$ cat src/rtl/mips32_pkg.sv
`default_nettype none
// ============================================================================
//  Module      : mips32_pkg
//  Description : Shared definitions for the mips32 memory-port arbiter:
//                FSM state encoding, default ack timeout and a small helper.
//  Revision    : 1.0  initial release
// ============================================================================
package mips32_pkg;

    // Arbiter FSM state encoding
    localparam logic [1:0] c_IDLE    = 2'd0;
    localparam logic [1:0] c_DM_BUSY = 2'd1;
    localparam logic [1:0] c_IF_BUSY = 2'd2;

    // Default number of cycles a memory access may wait for mem_ack
    localparam int c_TIMEOUT_DEFAULT = 15;

    // Any state other than IDLE owns the shared memory port
    function automatic logic is_busy(input logic [1:0] state);
        return (state != c_IDLE);
    endfunction

endpackage : mips32_pkg
`default_nettype wire

$ cat src/rtl/wait_timer.sv
`default_nettype none
// ============================================================================
//  Module      : wait_timer
//  Description : Counts busy cycles spent waiting for a memory ack.
//                o_tc is high in the cycle whose increment would bring the
//                count to TIMEOUT, so the owner can give up at that edge.
//  Ports       : clk      - clock, rising edge
//                reset    - asynchronous active-low reset
//                i_clear  - synchronous clear (has priority over enable)
//                i_enable - increment by one this cycle
//                o_tc     - terminal count reached this cycle
//  Revision    : 1.0  initial release
// ============================================================================
module wait_timer #(
    parameter int TIMEOUT = 15
) (
    input  logic clk,
    input  logic reset,
    input  logic i_clear,
    input  logic i_enable,
    output logic o_tc
);

    localparam int c_CNT_W = (TIMEOUT < 1) ? 1 : $clog2(TIMEOUT + 1);

    logic [c_CNT_W-1:0] r_count;

    always_ff @(posedge clk or negedge reset) begin
        if (!reset) begin
            r_count <= '0;
        end else if (i_clear) begin
            r_count <= '0;
        end else if (i_enable) begin
            r_count <= r_count + 1'b1;
        end
    end

    assign o_tc = (r_count == c_CNT_W'(TIMEOUT - 1));

endmodule : wait_timer
`default_nettype wire

$ cat src/rtl/mem_port_arbiter.sv
`default_nettype none
// ============================================================================
//  Module      : mem_port_arbiter
//  Description : Shares one memory port between the IF stage (fetch) and the
//                MEM stage (load/store). Data requests win ties; each access
//                completes on mem_ack or is abandoned with bus_err after
//                TIMEOUT busy cycles.
//  Ports       : clk, reset (async active-low)
//                if_req/if_addr           - fetch request
//                dm_rd/dm_wr/dm_addr/dm_wdata - load/store request
//                if_rdata/if_valid        - fetch result and 1-cycle pulse
//                dm_rdata/dm_done         - load result and 1-cycle pulse
//                if_stall/pipe_stall      - stage freezes (combinational)
//                bus_err                  - 1-cycle timeout pulse
//                mem_req/mem_we/mem_addr/mem_wdata - memory port (registered)
//                mem_rdata/mem_ack        - memory response
//  Revision    : 1.0  initial release
// ============================================================================
module mem_port_arbiter
    import mips32_pkg::*;
#(
    parameter int ADDR_W  = 32,
    parameter int DATA_W  = 32,
    parameter int TIMEOUT = c_TIMEOUT_DEFAULT
) (
    input  logic              clk,
    input  logic              reset,
    input  logic              if_req,
    input  logic [ADDR_W-1:0] if_addr,
    input  logic              dm_rd,
    input  logic              dm_wr,
    input  logic [ADDR_W-1:0] dm_addr,
    input  logic [DATA_W-1:0] dm_wdata,
    output logic [DATA_W-1:0] if_rdata,
    output logic              if_valid,
    output logic [DATA_W-1:0] dm_rdata,
    output logic              dm_done,
    output logic              if_stall,
    output logic              pipe_stall,
    output logic              bus_err,
    output logic              mem_req,
    output logic              mem_we,
    output logic [ADDR_W-1:0] mem_addr,
    output logic [DATA_W-1:0] mem_wdata,
    input  logic [DATA_W-1:0] mem_rdata,
    input  logic              mem_ack
);

    // Word alignment: drop the byte offset
    localparam logic [ADDR_W-1:0] c_ALIGN_MASK = {{(ADDR_W-2){1'b1}}, 2'b00};

    logic [1:0]        r_state;
    logic [1:0]        w_state_nxt;
    logic              r_mem_req;
    logic              r_mem_we;
    logic [ADDR_W-1:0] r_mem_addr;
    logic [DATA_W-1:0] r_mem_wdata;
    logic [DATA_W-1:0] r_if_rdata;
    logic [DATA_W-1:0] r_dm_rdata;
    logic              r_if_valid;
    logic              r_dm_done;
    logic              r_bus_err;

    logic              w_dm_req;
    logic              w_dm_go;
    logic              w_if_go;
    logic              w_busy;
    logic              w_tc;
    logic              w_finish;
    logic              w_grant;
    logic [ADDR_W-1:0] w_sel_addr;
    logic [DATA_W-1:0] w_cpl_data;

    // A requester on its completion cycle is still holding its request
    // (the pipeline only advances at the next edge), so mask it to avoid
    // launching a duplicate access.
    assign w_dm_req   = dm_rd | dm_wr;
    assign w_dm_go    = w_dm_req & ~r_dm_done;
    assign w_if_go    = if_req & ~r_if_valid;
    assign w_busy     = is_busy(r_state);
    assign w_finish   = w_busy & (mem_ack | w_tc);
    assign w_grant    = (r_state == c_IDLE) & (w_dm_go | w_if_go);
    assign w_sel_addr = w_dm_go ? dm_addr : if_addr;
    // A timed-out access completes with zero data
    assign w_cpl_data = mem_ack ? mem_rdata : '0;

    always_comb begin
        w_state_nxt = r_state;
        case (r_state)
            c_IDLE: begin
                if (w_dm_go) begin
                    w_state_nxt = c_DM_BUSY;
                end else if (w_if_go) begin
                    w_state_nxt = c_IF_BUSY;
                end
            end
            c_DM_BUSY, c_IF_BUSY: begin
                if (mem_ack || w_tc) begin
                    w_state_nxt = c_IDLE;
                end
            end
            default: w_state_nxt = c_IDLE;
        endcase
    end

    always_ff @(posedge clk or negedge reset) begin
        if (!reset) begin
            r_state     <= c_IDLE;
            r_mem_req   <= 1'b0;
            r_mem_we    <= 1'b0;
            r_mem_addr  <= '0;
            r_mem_wdata <= '0;
            r_if_rdata  <= '0;
            r_dm_rdata  <= '0;
            r_if_valid  <= 1'b0;
            r_dm_done   <= 1'b0;
            r_bus_err   <= 1'b0;
        end else begin
            r_state    <= w_state_nxt;
            r_mem_req  <= is_busy(w_state_nxt);
            r_if_valid <= 1'b0;
            r_dm_done  <= 1'b0;
            r_bus_err  <= 1'b0;
            if (w_grant) begin
                r_mem_addr  <= w_sel_addr & c_ALIGN_MASK;
                r_mem_wdata <= dm_wdata;
                // rd+wr together counts as a write; fetches never write
                r_mem_we    <= w_dm_go & dm_wr;
            end
            if (w_finish) begin
                r_bus_err <= ~mem_ack;
                if (r_state == c_DM_BUSY) begin
                    r_dm_done  <= 1'b1;
                    r_dm_rdata <= w_cpl_data;
                end else begin
                    r_if_valid <= 1'b1;
                    r_if_rdata <= w_cpl_data;
                end
            end
        end
    end

    // Cleared throughout IDLE so every access starts counting from zero
    wait_timer #(
        .TIMEOUT (TIMEOUT)
    ) u_wait_timer (
        .clk      (clk),
        .reset    (reset),
        .i_clear  (~w_busy),
        .i_enable (w_busy & ~mem_ack),
        .o_tc     (w_tc)
    );

    assign pipe_stall = w_dm_req & ~r_dm_done;
    assign if_stall   = (if_req & ~r_if_valid) | pipe_stall;

    assign mem_req   = r_mem_req;
    assign mem_we    = r_mem_we;
    assign mem_addr  = r_mem_addr;
    assign mem_wdata = r_mem_wdata;
    assign if_rdata  = r_if_rdata;
    assign if_valid  = r_if_valid;
    assign dm_rdata  = r_dm_rdata;
    assign dm_done   = r_dm_done;
    assign bus_err   = r_bus_err;

endmodule : mem_port_arbiter
`default_nettype wire

$ cat config.mk
export PLATFORM = sky130hd
export DESIGN_NAME = mem_port_arbiter
export DESIGN_NICKNAME = d
export VERILOG_FILES = /design/src/rtl/mips32_pkg.sv /design/src/rtl/wait_timer.sv /design/src/rtl/mem_port_arbiter.sv
export SDC_FILE = /design/constraint.sdc
export NUM_CORES = 1
export LEC_CHECK = 0
export CORE_AREA = 5 5 125 127
export CTS_BUF_LIST = sky130_fd_sc_hd__clkbuf_4
export DETAILED_ROUTE_END_ITERATION = 12
export DIE_AREA = 0 0 130 132
export GPL_TIMING_DRIVEN = 0
export MAX_ROUTING_LAYER = met4
export PLACE_DENSITY = 0.81
export SYNTH_ARGS = -nofsm -noshare
export SYNTH_HDL_FRONTEND = slang
export SYNTH_HIERARCHICAL = 1
export SYNTH_SLANG_ARGS = --single-unit
$ cat constraint.sdc
create_clock -name clk -period 2.2 [get_ports clk]
set_input_delay 0.55 -clock clk [delete_from_list [all_inputs] [get_ports clk]]
set_output_delay 0.55 -clock clk [all_outputs]
set_load 0.05 [all_outputs]
==> summary.log <==
INFO  run_status     status=finished, final reports clean
INFO  sta            final_min_period_over_clock_period=0.949
INFO  sta            postLayoutSetupSlackWorst=111ps
INFO  sta            timing.final.setup_violations=0
INFO  routing        via_per_inst=4.78
INFO  routing        final_antenna_net_count=0
INFO  cts            cts_tree=done
INFO  cts            cts_inserted_buffers=17
INFO  routing        route.detailed.wl_per_inst=18.1microns
INFO  global_routing grt_start_max_net_pins=79
INFO  sta            layout_skew=11.3ps
INFO  global_routing grt_util_all_layers=0.194
INFO  global_routing globalRoute.totalOverflow=0
INFO  floorplan      initial_core_util=0.419
INFO  layout         final_cell_count_no_fill=881
INFO  setup_path     cp.buffers_inverters=4
INFO  logic_synthesis synthDominantCellAreaShare=0.572
INFO  layout         net_count_final=821
INFO  sta            final_max_slew_viol_count=0
INFO  sta            transition_time_at_the_pin_with_the_least_slew_margin=553ps
INFO  job            drv_cap=0
INFO  sta            final.hold.worst_slack=498ps
INFO  setup_path     timing.critical_path.slowest_stage_cell=dfrtp_1
INFO  cts            worst_setup_hold_path_clk_slew=110ps
INFO  setup_path     cp_slowest_stage_delay=430ps
INFO  logic_synthesis yosys_register_bits=137
INFO  global_routing antenna_violations_before_repair=2
INFO  logic_synthesis seq_area_frac_synth=0.572
INFO  layout         area_delta_synth_final=52.0%
INFO  routing        drtPass1Iterations=4
INFO  cts            worstSkewPairLatency=530ps
INFO  sta            fin_crit=2090ps
INFO  layout         most_common_library_cell_in_the_layout_ignoring_fill_and_taps=dfrtp_1
INFO  cts            clock_tree.buffer_depth=2
INFO  logic_synthesis post_synth_main_area_contributors=dfrtp_1 (57%), mux2_2 (23%), mux2_4 (7.5%)
INFO  logic_synthesis synth_largest_area_cell=dfrtp_1
INFO  logic_synthesis fraction_of_registers_with_async_set_or_reset_after_synthesis=1.00
INFO  logic_synthesis yosysWarningCount=6
INFO  cts            clock-root-buffer=clkbuf_4
INFO  place          dp.cells=839
INFO  floorplan      number_of_primary_i_o_pins=269
INFO  floorplan      core_area=0.0143sqmm
INFO  routing        num_vias=4210
INFO  worst_hold_path hp-class=reg2reg
INFO  layout         final_util=0.637
INFO  logic_synthesis syn-instance-count=391
INFO  power          ir_worst_vdd=0.880mV
INFO  setup_path     worst_ep_arrival_time=2500ps
INFO  floorplan      fp.dieH=132microns
INFO  cts            cts_num_sinks=137
INFO  place          place.gp.congestion=0.847
INFO  sta            max_transition_margin=0.631
INFO  logic_synthesis mappedNetlistArea=0.00600sqmm
INFO  setup_path     worstSetupEndpointType=flop
INFO  sta            grt_setup_unrepaired=false
INFO  floorplan      die_area=0.0172sqmm
INFO  setup_path     cpLargestDelayFamily=buffers and inverters
INFO  global_routing first_pass_grt_wire_length=25.0mm
INFO  setup_path     critical_path.cell_chain=inv_1 > ha_1 > buf_4 > or3b_1 > buf_6 > buf_12 > mux2_4
INFO  place          dpl_worst_slack=-1110ps
INFO  routing        drt-initial-drc-count=110
INFO  global_routing grt_pass1_vias=4660
INFO  cts            cts-htree-levels=4
INFO  setup_path     worst_setup_path_start_kind=flop
INFO  layout         final_cell_mix=dfrtp_1 (137), dlygate4sd2_1 (132), clkdlybuf4s50_1 (127)
INFO  logic_synthesis yosys.cell_types.count=36
INFO  power          cellLeakagePower=4.37nW
INFO  setup_path     worstPathRequired=2610ps
INFO  power          power-per-cell-area=1610mW/mm^2
INFO  floorplan      std_cell_rows=44
INFO  logic_synthesis synth_edf_count=0
INFO  floorplan      die_extent_in_x=130microns
INFO  setup_path     reg2reg_setup_slack=110ps
INFO  setup_path     worst-path-max-fanout=10
INFO  routing        totalWireLength=15.9mm
INFO  layout         drive_gt1_frac=0.318
INFO  sta            clock.fmax=479MHz
INFO  logic_synthesis synthesis.area_per_instance=15.3squm
INFO  power          total_power=0.0147W
INFO  logic_synthesis ys_dominant_reg_cell=dfrtp_1
INFO  place          dpl.hpwl=12.4mm
INFO  sta            final_hold_viol_count=0
INFO  routing        route.detailed.drc=0
INFO  place          port_buffers=262
INFO  setup_path     crit_type=reg2reg
[metal layers]
| layer | global-route usage | vias up | part of all wire |
|---|---|---|---|
| met5 | - | - | 0 |
| li1 | - | 1953 | - |
| met1 | 0.214 | 2061 | 0.38 |
| met4 | 0.0837 | 0 | 0.026 |
| met3 | 0.0559 | 33 | 0.080 |
| met2 | 0.324 | 163 | 0.52 |
[repair_timing]
item	4_1_cts	5_1_grt
pin swaps	1	1
endpoints found under the setup margin	162	31
gates resized for setup	153	7
hold endpoints to repair	59	0
setup buffers	3	4
hold buffers	1	0
[area by class of cell]
cell class	count	area, sq um
repair buffers	271	2560
inverters	6	25.0
multi-input cells	227	2390
clock buffers	21	158
diodes	2	5.00
fillers	1152	5190
clock inverters	11	129
well taps	184	230
flip-flops and latches	137	3430
plain buffers	22	195
[power breakdown]
part	switching (W)	internal, W	leakage [nW]
logic	0.00569	0.00311	2.51
clock network	0.000867	0.000820	0.160
registers	0.000544	0.00363	1.69
total	0.00710	0.00756	4.37
[stage by stage]
| stage | TNS, ps | instance area (sq um) |
|---|---|---|
| floorplan | 0 | 6000 |
| global placement | -693350 | 8850 |
| detailed placement | -42000 | 8880 |
| CTS | 0 | 9070 |
| global route | 0 | 9120 |
| finish | 0 | 9120 |
[registers in the layout, indices dropped and copies added (netlist names)]
signal / count
bus_err: 1
if_rdata: 32
r_state: 2
u_wait_timer/r_count: 4
mem_req: 1
mem_we: 1
dm_done: 1
if_valid: 1
mem_wdata: 32
dm_rdata: 32
mem_addr: 30
[logic make-up after synthesis]
| logic type | after synthesis | share of synthesized area |
|---|---|---|
| buffers and inverters | 28 | 0.0332 |
| AOI/OAI and AO/OA | 10 | 0.0142 |
| and+or+nand+nor | 52 | 0.0551 |
| other | 1 | 0.000625 |
| DFF | 137 | 0.572 |
| muxes | 157 | 0.314 |
| adders and majority gates | 5 | 0.0104 |
| xor gates and xnor gates | 1 | 0.00146 |
[synth_stat cells (4+ instances only)]
master and count:
dfrtp_1 137, nor2_1 4, ha_1 5, clkbuf_1 6, mux2_1 4, and2_1 31
mux2_4 30, inv_1 6, buf_4 9, mux2_2 123
[path summary, 6_finish.rpt]
check                                               start                         to  depth (start not counted)
max in group asynchronous                           reset   mem_addr[18]$_DFFE_PN0P_                          3
worst max-delay path                 r_state[1]$_DFF_PN0_    dm_rdata[4]$_DFFE_PN0P_                          7
worst max register to register       r_state[1]$_DFF_PN0_    dm_rdata[4]$_DFFE_PN0P_                          7
worst min register to register  mem_wdata[11]$_DFFE_PN0P_  mem_wdata[11]$_DFFE_PN0P_                          1
worst min-delay path            mem_wdata[11]$_DFFE_PN0P_  mem_wdata[11]$_DFFE_PN0P_                          1
min in group asynchronous                           reset   if_rdata[23]$_DFFE_PN0P_                          2
No activity file was read; power rests on OpenSTA's default activity.
